**config.mk**
```make
export PLATFORM = sky130hd
export DESIGN_NAME = min_dist_select
export DESIGN_NICKNAME = d
export VERILOG_FILES = /design/src/rtl/min_dist_select.sv
export SDC_FILE = /design/constraint.sdc
export NUM_CORES = 1
export LEC_CHECK = 0
export ABC_AREA = 1
export CELL_PAD_IN_SITES_DETAIL_PLACEMENT = 2
export CELL_PAD_IN_SITES_GLOBAL_PLACEMENT = 2
export CORE_UTILIZATION = 25
export CTS_BUF_LIST = sky130_fd_sc_hd__clkbuf_16
export DETAILED_ROUTE_END_ITERATION = 6
export PLACE_DENSITY = 0.87
export SYNTH_ARGS = -nofsm -noshare
export SYNTH_HDL_FRONTEND = slang
export SYNTH_SLANG_ARGS = --single-unit
```
**constraint.sdc**
```tcl
create_clock -name clk -period 1.8 [get_ports clk]
set_clock_uncertainty 0.15 [all_clocks]
set_input_delay 0.27 -clock clk [delete_from_list [all_inputs] [get_ports clk]]
set_output_delay 0.27 -clock clk [all_outputs]
set_load 0.005 [all_outputs]
```
**src/rtl/min_dist_select.sv**
```systemverilog
// Streams up to centroid_num distances for one point and reports the closest
// centroid (lowest index wins ties), holding the result until acknowledged.
module min_dist_select #(
  parameter int centroid_num = 8,
  parameter int dist_width   = 16,
  parameter int idx_width    = 3
) (
  input  logic                  clk,
  input  logic                  rst_n,
  input  logic                  start,
  input  logic [idx_width:0]    k_num,
  input  logic                  dist_valid,
  input  logic [dist_width-1:0] dist_in,
  output logic                  dist_ready,
  output logic                  result_valid,
  input  logic                  result_ack,
  output logic [idx_width-1:0]  min_index,
  output logic [dist_width-1:0] min_dist,
  output logic                  busy
);

  localparam logic [1:0] IDLE    = 2'd0;
  localparam logic [1:0] COLLECT = 2'd1;
  localparam logic [1:0] DONE    = 2'd2;

  localparam logic [idx_width:0] K_MAX = (idx_width + 1)'(centroid_num);

  logic [1:0]         state;
  logic [idx_width:0] cnt;
  logic [idx_width:0] k_act;
  logic [idx_width:0] k_sel;

  // Out-of-range or zero requests fall back to the full centroid set.
  assign k_sel = ((k_num == '0) || (k_num > K_MAX)) ? K_MAX : k_num;

  assign dist_ready   = (state == COLLECT);
  assign result_valid = (state == DONE);
  assign busy         = (state != IDLE);

  always_ff @(posedge clk or negedge rst_n) begin
    if (!rst_n) begin
      state     <= IDLE;
      cnt       <= '0;
      k_act     <= K_MAX;
      min_index <= '0;
      min_dist  <= '0;
    end else begin
      case (state)
        IDLE: begin
          if (start) begin
            state <= COLLECT;
            cnt   <= '0;
            k_act <= k_sel;
          end
        end
        COLLECT: begin
          if (dist_valid) begin
            // Strict compare keeps the earlier (lower) index on ties.
            if ((cnt == '0) || (dist_in < min_dist)) begin
              min_dist  <= dist_in;
              min_index <= cnt[idx_width-1:0];
            end
            cnt <= cnt + 1'b1;
            if (cnt == k_act - 1'b1) state <= DONE;
          end
        end
        DONE: begin
          if (result_ack) state <= IDLE;
        end
        default: state <= IDLE;
      endcase
    end
  end

endmodule

```
==> impl_metrics.toml, run 1 <==
[run_status]
status = "complete, but fails checks"
violations = "setup timing"

[timing]
rsz0062_at_grt = "yes"
fmax_mhz = 476
relSlewSlack = 0.741
finalWorstSetupSlack_ns = -0.303
maxSlewViolCount = 0
tightest_slew_ns = 0.387
period_minus_slack_ns = 2.10
hold_viol = 0
setup_viol = 19
period_share = 1.17

[yosys]
yosys_warnings = 0
synth_top_area_frac = 0.385
ys_seq_area_frac = 0.400
syn-mean-instance-area_um2 = 8.31
ys_types = 25
async_reset_ff_frac = 1.00
ys_ff_latch = 29
synthesis.area_um2 = 1820
netlist_instances = 219
synth_ff_type = "dfrtp_1"
synth_area_leaders = "dfrtp_1 (39%), nand2_1 (13%), ha_1 (12%)"
yosys.area.top_type = "dfrtp_1"
synth_edf_count = 0
syn_nets = 262

[critical_path]
worst_path_max_delay_cell = "clkdlybuf4s50_1"
worstReg2RegStart = "min_dist[15]"
r2r-end = "min_dist[11]"
cp_max_fo = 7
crit_required_ns = 1.82
worstPathCellList = "clkdlybuf4s50_1, ha_1, nand2_2, nor2_1, nand2_1, nand2_1, nand2_1, nand2_2, nand2_4, buf_12, buf_12, nand3_2, nand2_2"
cp-end-kind = "register"
rr_worst_depth = 13
cp_slowest_stage_delay_ns = 0.46
worstPathArrival_ns = 2.12
cp-start-kind = "input pin"
crit_type = "input pin to register"
r2r_slack_ns = -0.30
cp_top_family = "buffers and inverters"
crit_buf_inv = 3

[cells_and_area]
fin_nets = 357
area_growth_pct = 74.1
fin_cells = 411
nFillCells = 757
drive_gt1_frac = 0.362
post-route-util = 0.459
antenna_cells = 0
final_area_um2 = 3170

[clocking]
root_buffer = "clkbuf_16"
cts_tree = "yes"
hold_buffers = 0
cts.path.max_buffers = 2
cts_buffers = 5
cts_max_level = 2
clkSinkCount = 29
clk_pin_slew_ns = 0.05
clk_latency_ns = 0.28

[floorplanning]
die-area_um2 = 7620
die_h_um = 87.3
fp.dieW_um = 87.3
pin_count = 47
row_count = 30
core-area_um2 = 6910
start_util = 0.263

[power_and_ir_drop]
p_per_area_nw_per_um2 = 1800
leakagePower_uw = 0.00157
ir_drop_mv = 0.549

[route]
firstDrtPassIters = 4
drc = 0
routed_via_density = 4.61
detail_route.wirelength_um = 7760
drtIter0Drc = 39
wl_per_cell_um = 18.9
drtAntennaViolNets = 0
vias = 1896

[placed_design]
place_area_um2 = 2600
gp_congestion = 0.699
placed_cells = 388
place_ws_ns = -0.569
dpl.hpwl_um = 4600
numPortBuffers = 46

[global_routing]
antenna_found_initial = 0
grt-ovfl-total = 0
grt_pass1_wl_um = 11300
grt_pass1_vias = 2141
grt_max_degree = 24
grt_usage = 0.202

[run]
cap_viol_max_count = 0

[hold_path]
worstHoldPathType = "input pin to asynchronous set/reset pin"
==> Yosys cell counts, types with 2 or more instances <==
cell and number:
dfrtp_1 28, nand2_1 63, nand3_1 18, inv_1 36, nor3_1 4, a21oi_1 5, a21oi_2 3, ha_1 18
xor2_1 2, xnor2_1 3, buf_4 2, o21ai_0 8, nand3_2 10, nor2_1 8
==> cells by family after synthesis <==
group,synth area share
XOR/XNOR,0.0241
flip-flops,0.400
adder cells (fa/ha/maj),0.124
AO/OA/AOI/OAI,0.0598
buffers and inverters,0.102
AND/OR/NAND/NOR,0.290
==> worst register-to-register path: cells and delay by family, from the launching register on <==
kind,cells,cell delay [ns]
adders and majority gates,1,0.28
and+or+nand+nor,8,0.75
DFF,1,0.40
buffers and inverters,4,0.41
==> sequential cells by signal, summed over array words and instances, names as in the netlist <==
register	count
k_act	4
cnt	4
min_dist	16
state	2
min_index	3
==> placed cells by master, fill, tap and decap left out, drive strengths merged <==
cell / count
nand2: 67
nor2: 10
clkdlybuf4s50: 32
dfstp: 1
dlygate4sd2: 10
dfrtp: 28
clkinv: 1
nor3: 5
clkbuf: 5
ha: 18
xor2: 2
o22ai: 1
nand3: 28
inv: 38
buf: 45
o21ai: 8
o221a: 1
xnor2: 3
dlymetal6s2s: 4
a21oi: 8
==> worst max-delay path by stage <==
| stage | cells past startpoint | startpoint | end | slack [ns] |
|---|---|---|---|---|
| 2_1_floorplan | 13 | min_dist[5] | min_dist[10] | 0.003 |
| 3_3_place_gp | 12 | dist_in[15] | min_dist[1] | -0.46 |
| 3_5_place_dp | 12 | dist_in[15] | min_dist[1] | -0.57 |
| 4_1_cts | 13 | min_dist[15] | min_dist[11] | -0.16 |
| 5_1_grt | 13 | dist_in[6] | min_index[0] | -0.40 |
| 6_report | 13 | dist_in[6] | min_dist[11] | -0.30 |
==> where the power goes <==
part	switching [uW]	leakage [uW]	total, uW	internal (uW)
clock network	312	0.0000738	809	497
logic	1860	0.00113	3680	1820
registers	254	0.000363	1210	953
total	2420	0.00157	5700	3270
==> layout make-up <==
class	instances	area, um2	share of cell area
clock buffers	5	125	0.0395
clock inverters	3	11.3	0.00356
inverters	36	135	0.0427
multi-input cells	151	1170	0.371
flip-flops and latches	29	727	0.230
well taps	96	120	0.0379
repair buffers	91	873	0.276
==> timing repair <==
item / 4_1_cts / 5_1_grt
pin swaps: 20 / 10
setup buffers: 3 / 9
hold endpoints to repair: 0 / 0
endpoints found under the setup margin: 21 / 26
cloned: 3 / 0
gates resized for setup: 48 / 21
==> layer usage <==
layer	track usage	vias to the layer above	wire [um]
met4	0.0581	0	221
met5	0	-	0
met1	0.207	948	2880
met2	0.412	47	4460
li1	-	885	-
met3	0.0313	16	202
==> per-stage QoR <==
stage                     TNS, ns  total power [uW]  hold WS, ns
final                       -5.38              5700        0.130
after global routing        -7.19              6060        0.166
after CTS                   -2.59              5290        0.150
after detailed placement   -10.10              3720        0.327
after global placement      -8.26              3500        0.316
after floorplan                 0              2530       -0.176
Power figures use the tool's default switching activity.
==> run 2, diff against run 1 <==
--- a/config.mk
+++ b/config.mk
@@ -8,10 +8,13 @@
 export ABC_AREA = 1
 export CELL_PAD_IN_SITES_DETAIL_PLACEMENT = 2
 export CELL_PAD_IN_SITES_GLOBAL_PLACEMENT = 2
+export CORE_MARGIN = 2
 export CORE_UTILIZATION = 25
 export CTS_BUF_LIST = sky130_fd_sc_hd__clkbuf_16
 export DETAILED_ROUTE_END_ITERATION = 6
 export PLACE_DENSITY = 0.87
+export SETUP_SLACK_MARGIN = 0.02
 export SYNTH_ARGS = -nofsm -noshare
 export SYNTH_HDL_FRONTEND = slang
 export SYNTH_SLANG_ARGS = --single-unit
+export TNS_END_PERCENT = 30
==> impl_metrics.toml, run 2 (synthesized netlist as in run 1, its figures left out) <==
[run_status]
status = "complete, but fails checks"
violations = "setup timing"

[clocking]
cts_buffers = 5
clk_latency_ns = 0.28
clk_pin_slew_ns = 0.06
clkSinkCount = 29
cts_tree = "yes"
cts_max_level = 2
root_buffer = "clkbuf_16"
cts.path.max_buffers = 2

[timing]
relSlewSlack = 0.758
finalWorstSetupSlack_ns = -0.295
period_minus_slack_ns = 2.10
period_share = 1.16
finalSetupTns_ns = -4.58
rsz0062_at_grt = "yes"
hold_viol = 0
maxSlewViolCount = 0
fmax_mhz = 477
setup_viol = 19
tightest_slew_ns = 0.361

[critical_path]
cp_max_fo = 8
cp-start-kind = "register"
crit_type = "register to register"
worstPathCellList = "inv_2, ha_4, a21oi_1, o21ai_1, a21oi_4, nand2_4, nand2_8, buf_6, nand3_1, nand2_1"
worst_path_max_delay_cell = "dfrtp_1"
cp_slowest_stage_delay_ns = 0.39
crit_required_ns = 1.87
rr_worst_depth = 10
worstPathArrival_ns = 2.16
cp-end-kind = "register"

[cells_and_area]
fin_nets = 353
regMostFlops = "min_dist"
mostFrequentLayoutCells = "nand2_1 (42), buf_4 (34), inv_1 (31)"
area_growth_pct = 77.0
top_regs = "min_dist (16), cnt (4), k_act (4)"
largest_register_ffs = 16
final_common_cell = "nand2_1"
antenna_cells = 0
fin_cells = 410
drive_gt1_frac = 0.376
post-route-util = 0.451

[floorplanning]
fp.dieW_um = 89.3
row_count = 31
core-area_um2 = 7140
start_util = 0.255
die-area_um2 = 7980
pin_count = 47
die_h_um = 89.3

[global_routing]
antenna_found_initial = 0
grt-ovfl-total = 0
grt_pass1_wl_um = 10800
grt_usage = 0.182
grt_pass1_vias = 2101
grt_max_degree = 25

[placed_design]
dpl.hpwl_um = 4720
gp_congestion = 0.745
placed_cells = 391
numPortBuffers = 46
place_ws_ns = -0.558

[power_and_ir_drop]
ir_drop_mv = 0.642
p_per_area_nw_per_um2 = 1800
leakagePower_uw = 0.00162

[route]
routed_via_density = 4.58
vias = 1876
detail_route.wirelength_um = 7870
wl_per_cell_um = 19.2
drtAntennaViolNets = 0
drtIter0Drc = 58
firstDrtPassIters = 4
drc = 0

[run]
cap_viol_max_count = 0

[hold_path]
worstHoldPathType = "input pin to asynchronous set/reset pin"
==> run 2: area by class of cell <==
type                       instances  area, um2
fill                             794       3920
sequential                        29        728
inverter                          36        138
timing repair buffer              86        821
clock buffer                       5        125
clock inverter                     3       37.5
multi-input combinational        152       1250
tap                               99        124
==> run 2: what timing repair did <==
item | 4_1_cts | 5_1_grt
pin swaps | 19 | 19
cloned | 1 | 2
resized for setup | 31 | 55
endpoints found under the hold margin | 0 | 0
setup endpoints to repair | 21 | 23
hold buffers | 0 | 0
setup buffers | 0 | 8
==> run 2: stage by stage <==
stage                     area (um2)  hold slack, ns  power [uW]
after detailed placement        2610           0.321        3750
final                           3220           0.117        5810
after floorplan                 1830          -0.176        2540
after CTS                       2880           0.129        5010
after global placement          2610           0.317        3540
after global routing            3220           0.127        6210
==> run 2: report_power, final <==
part | switching (uW) | internal [uW] | total, uW
Combinational | 1960 | 1690 | 3650
Clock | 315 | 642 | 957
Sequential | 248 | 954 | 1200
Total | 2520 | 3290 | 5810
==> run 2: worst max-delay path: cells and delay by family, from the launching register on <==
kind,cells,cell delay [ns]
buffers and inverters,2,0.25
adder cells (fa/ha/maj),1,0.22
AO/OA/AOI/OAI,3,0.55
AND/OR/NAND/NOR,4,0.44
flip-flops,1,0.39
==> run 2: path summary, 6_finish.rpt <==
kind | slack, ns | endpoint | startpoint
setup reg to reg | -0.30 | min_dist[13] | min_dist[15]
max in group asynchronous | 0.92 | state[1] | rst_n
hold reg to reg | 0.33 | k_act[3] | k_act[3]
min in group clk | 0.20 | min_dist[9] | dist_in[9]
hold / removal | 0.12 | state[0] | rst_n
setup / recovery | -0.30 | min_dist[13] | min_dist[15]
==> run 2: metal layers <==
layer / up-vias / GRT usage / share of wire
met5: - / 0 / 0
met4: 0 / 0.0475 / 0.028
met3: 16 / 0.0314 / 0.032
met2: 46 / 0.365 / 0.57
met1: 937 / 0.192 / 0.37
li1: 877 / - / -
==> run 3, diff against run 2 <==
--- a/config.mk
+++ b/config.mk
@@ -8,7 +8,6 @@
 export ABC_AREA = 1
 export CELL_PAD_IN_SITES_DETAIL_PLACEMENT = 2
 export CELL_PAD_IN_SITES_GLOBAL_PLACEMENT = 2
-export CORE_MARGIN = 2
 export CORE_UTILIZATION = 25
 export CTS_BUF_LIST = sky130_fd_sc_hd__clkbuf_16
 export DETAILED_ROUTE_END_ITERATION = 6
==> impl_metrics.toml, run 3 (synthesized netlist as in run 1, its figures left out) <==
[clocking]
clk_latency_ns = 0.29
clk_pin_slew_ns = 0.05
cts_buffers = 5
cts_tree = "yes"
clkSinkCount = 29
cts_max_level = 2
root_buffer = "clkbuf_16"
cts.path.max_buffers = 2
hold_buffers = 0

[cells_and_area]
mostFrequentLayoutCells = "buf_4 (38), nand2_1 (31), inv_1 (30)"
final_area_um2 = 3330
fin_nets = 361
nFillCells = 749
multiInputGateArea_um2 = 1290
antenna_cells = 0
post-route-util = 0.482
final_common_cell = "buf_4"
seqCellArea_um2 = 727
regMostFlops = "min_dist"
area_growth_pct = 82.8
largest_register_ffs = 16
drive_gt1_frac = 0.436
top_regs = "min_dist (16), cnt (4), k_act (4)"

[route]
drtAntennaViolNets = 0
drtIter0Drc = 33
drc = 0
vias = 1963
detail_route.wirelength_um = 8720
firstDrtPassIters = 4
wl_per_cell_um = 21.0
routed_via_density = 4.73

[floorplanning]
pin_count = 47
row_count = 30
start_util = 0.263
core-area_um2 = 6910
die-area_um2 = 7620
fp.dieW_um = 87.3
die_h_um = 87.3

[timing]
finalSetupTns_ns = -5.53
hold_viol = 0
maxSlewViolCount = 0
tightest_slew_ns = 0.427
relSlewSlack = 0.716
fmax_mhz = 466
setup_viol = 19
period_share = 1.19
finalWorstSetupSlack_ns = -0.345
rsz0062_at_grt = "yes"
period_minus_slack_ns = 2.14

[power_and_ir_drop]
ir_drop_mv = 0.561
power_frac_comb = 0.671
total_power_uw = 6200
leakagePower_uw = 0.00166
p_int_uw = 3450
sw_frac_of_total = 0.444
p_switching_uw = 2750
clockPowerShare = 0.133
p_seq_frac = 0.196
p_per_area_nw_per_um2 = 1860

[critical_path]
cp_max_fo = 5
worstPathArrival_ns = 2.16
crit_type = "input pin to register"
crit_required_ns = 1.82
cp-start-kind = "input pin"
cp-end-kind = "register"

[global_routing]
grt_pass1_vias = 2174
grt_pass1_wl_um = 11300
grt_max_degree = 30
antenna_found_initial = 0
grt-ovfl-total = 0
grt_usage = 0.203

[placed_design]
dpl.hpwl_um = 4530
gp_congestion = 0.716
place_area_um2 = 2600
numPortBuffers = 46

[run_status]
status = "complete, but fails checks"
violations = "setup timing"

[run]
cap_viol_max_count = 0

[hold_path]
worstHoldPathType = "input pin to asynchronous set/reset pin"
-- run 3: changes by cell type in the layout (fill, tap and decap cells not counted), moves of 4 or more --
cell,before,now
buf_4,34,38
nand2_2,19,26
buf_12,2,6
dlymetal6s2s_1,11,7
dlygate4sd2_1,6,12
nand3_1,12,8
nand2_4,3,7
nand3_2,13,17
nand2_1,42,31
-- run 3: critical path, cell delays in order --
cell and delay (ns):
clkdlybuf4s50_1 0.51, ha_1 0.26, nand2_2 0.09, nor2_2 0.06, nor3_4 0.12, nand2_1 0.11, nand2_2 0.10, nand2_2 0.07
nand2_4 0.12, buf_12 0.17, nand2_8 0.10, nand2_2 0.09, nand2_1 0.07
-- run 3: layout make-up --
| type | instances | share of cell area |
|---|---|---|
| clock buffer | 5 | 0.0376 |
| clock inverter | 3 | 0.00376 |
| inverter | 36 | 0.0406 |
| multi-input combinational | 152 | 0.389 |
| sequential | 29 | 0.219 |
| tap | 96 | 0.0361 |
| timing repair buffer | 94 | 0.275 |
-- run 3: power groups by stage --
stage | clock network, uW | logic [uW] | registers, uW
finish | 826 | 4160 | 1210
global route | 860 | 4430 | 1250
CTS | 815 | 3390 | 1190
detailed placement | 0 | 2540 | 1190
global placement | 0 | 2370 | 1160
floorplan | 0 | 1360 | 1170
-- run 3: metal layers --
| metal | wire length (um) | part of all wire | up-vias | global-route usage |
|---|---|---|---|---|
| li1 | - | - | 892 | - |
| met1 | 3100 | 0.36 | 980 | 0.195 |
| met2 | 4800 | 0.55 | 61 | 0.414 |
| met3 | 343 | 0.039 | 30 | 0.0408 |
| met4 | 474 | 0.054 | 0 | 0.0745 |
| met5 | 0 | 0 | - | 0 |
-- run 3: worst paths after layout --
| check | slack [ns] | depth (start not counted) | from | endpoint |
|---|---|---|---|---|
| worst max-delay path | -0.34 | 13 | dist_in[6] | min_dist[12] |
| worst min-delay path | 0.24 | 2 | rst_n | k_act[0] |
| worst max register to register | -0.34 | 15 | min_dist[3] | min_dist[12] |
| worst min register to register | 0.33 | 2 | k_act[3] | k_act[3] |
| max in group asynchronous | 0.93 | 2 | rst_n | k_act[3] |
| min in group clk | 0.28 | 3 | dist_in[13] | min_dist[13] |
-- run 3: per-stage QoR --
stage | cells | setup slack (ns) | hold slack (ns)
after floorplan | 219 | 0.00745 | -0.176
after global placement | 389 | -0.457 | 0.315
after detailed placement | 389 | -0.615 | 0.324
after CTS | 406 | -0.210 | 0.265
after global routing | 415 | -0.416 | 0.282
final | 415 | -0.345 | 0.240
-- run 3: timing repair --
item                                    4_1_cts  5_1_grt
endpoints found under the setup margin       21       27
gates cloned                                  3        1
pin swaps                                    24       31
resized for setup                            53       53
buffers inserted                              7        9
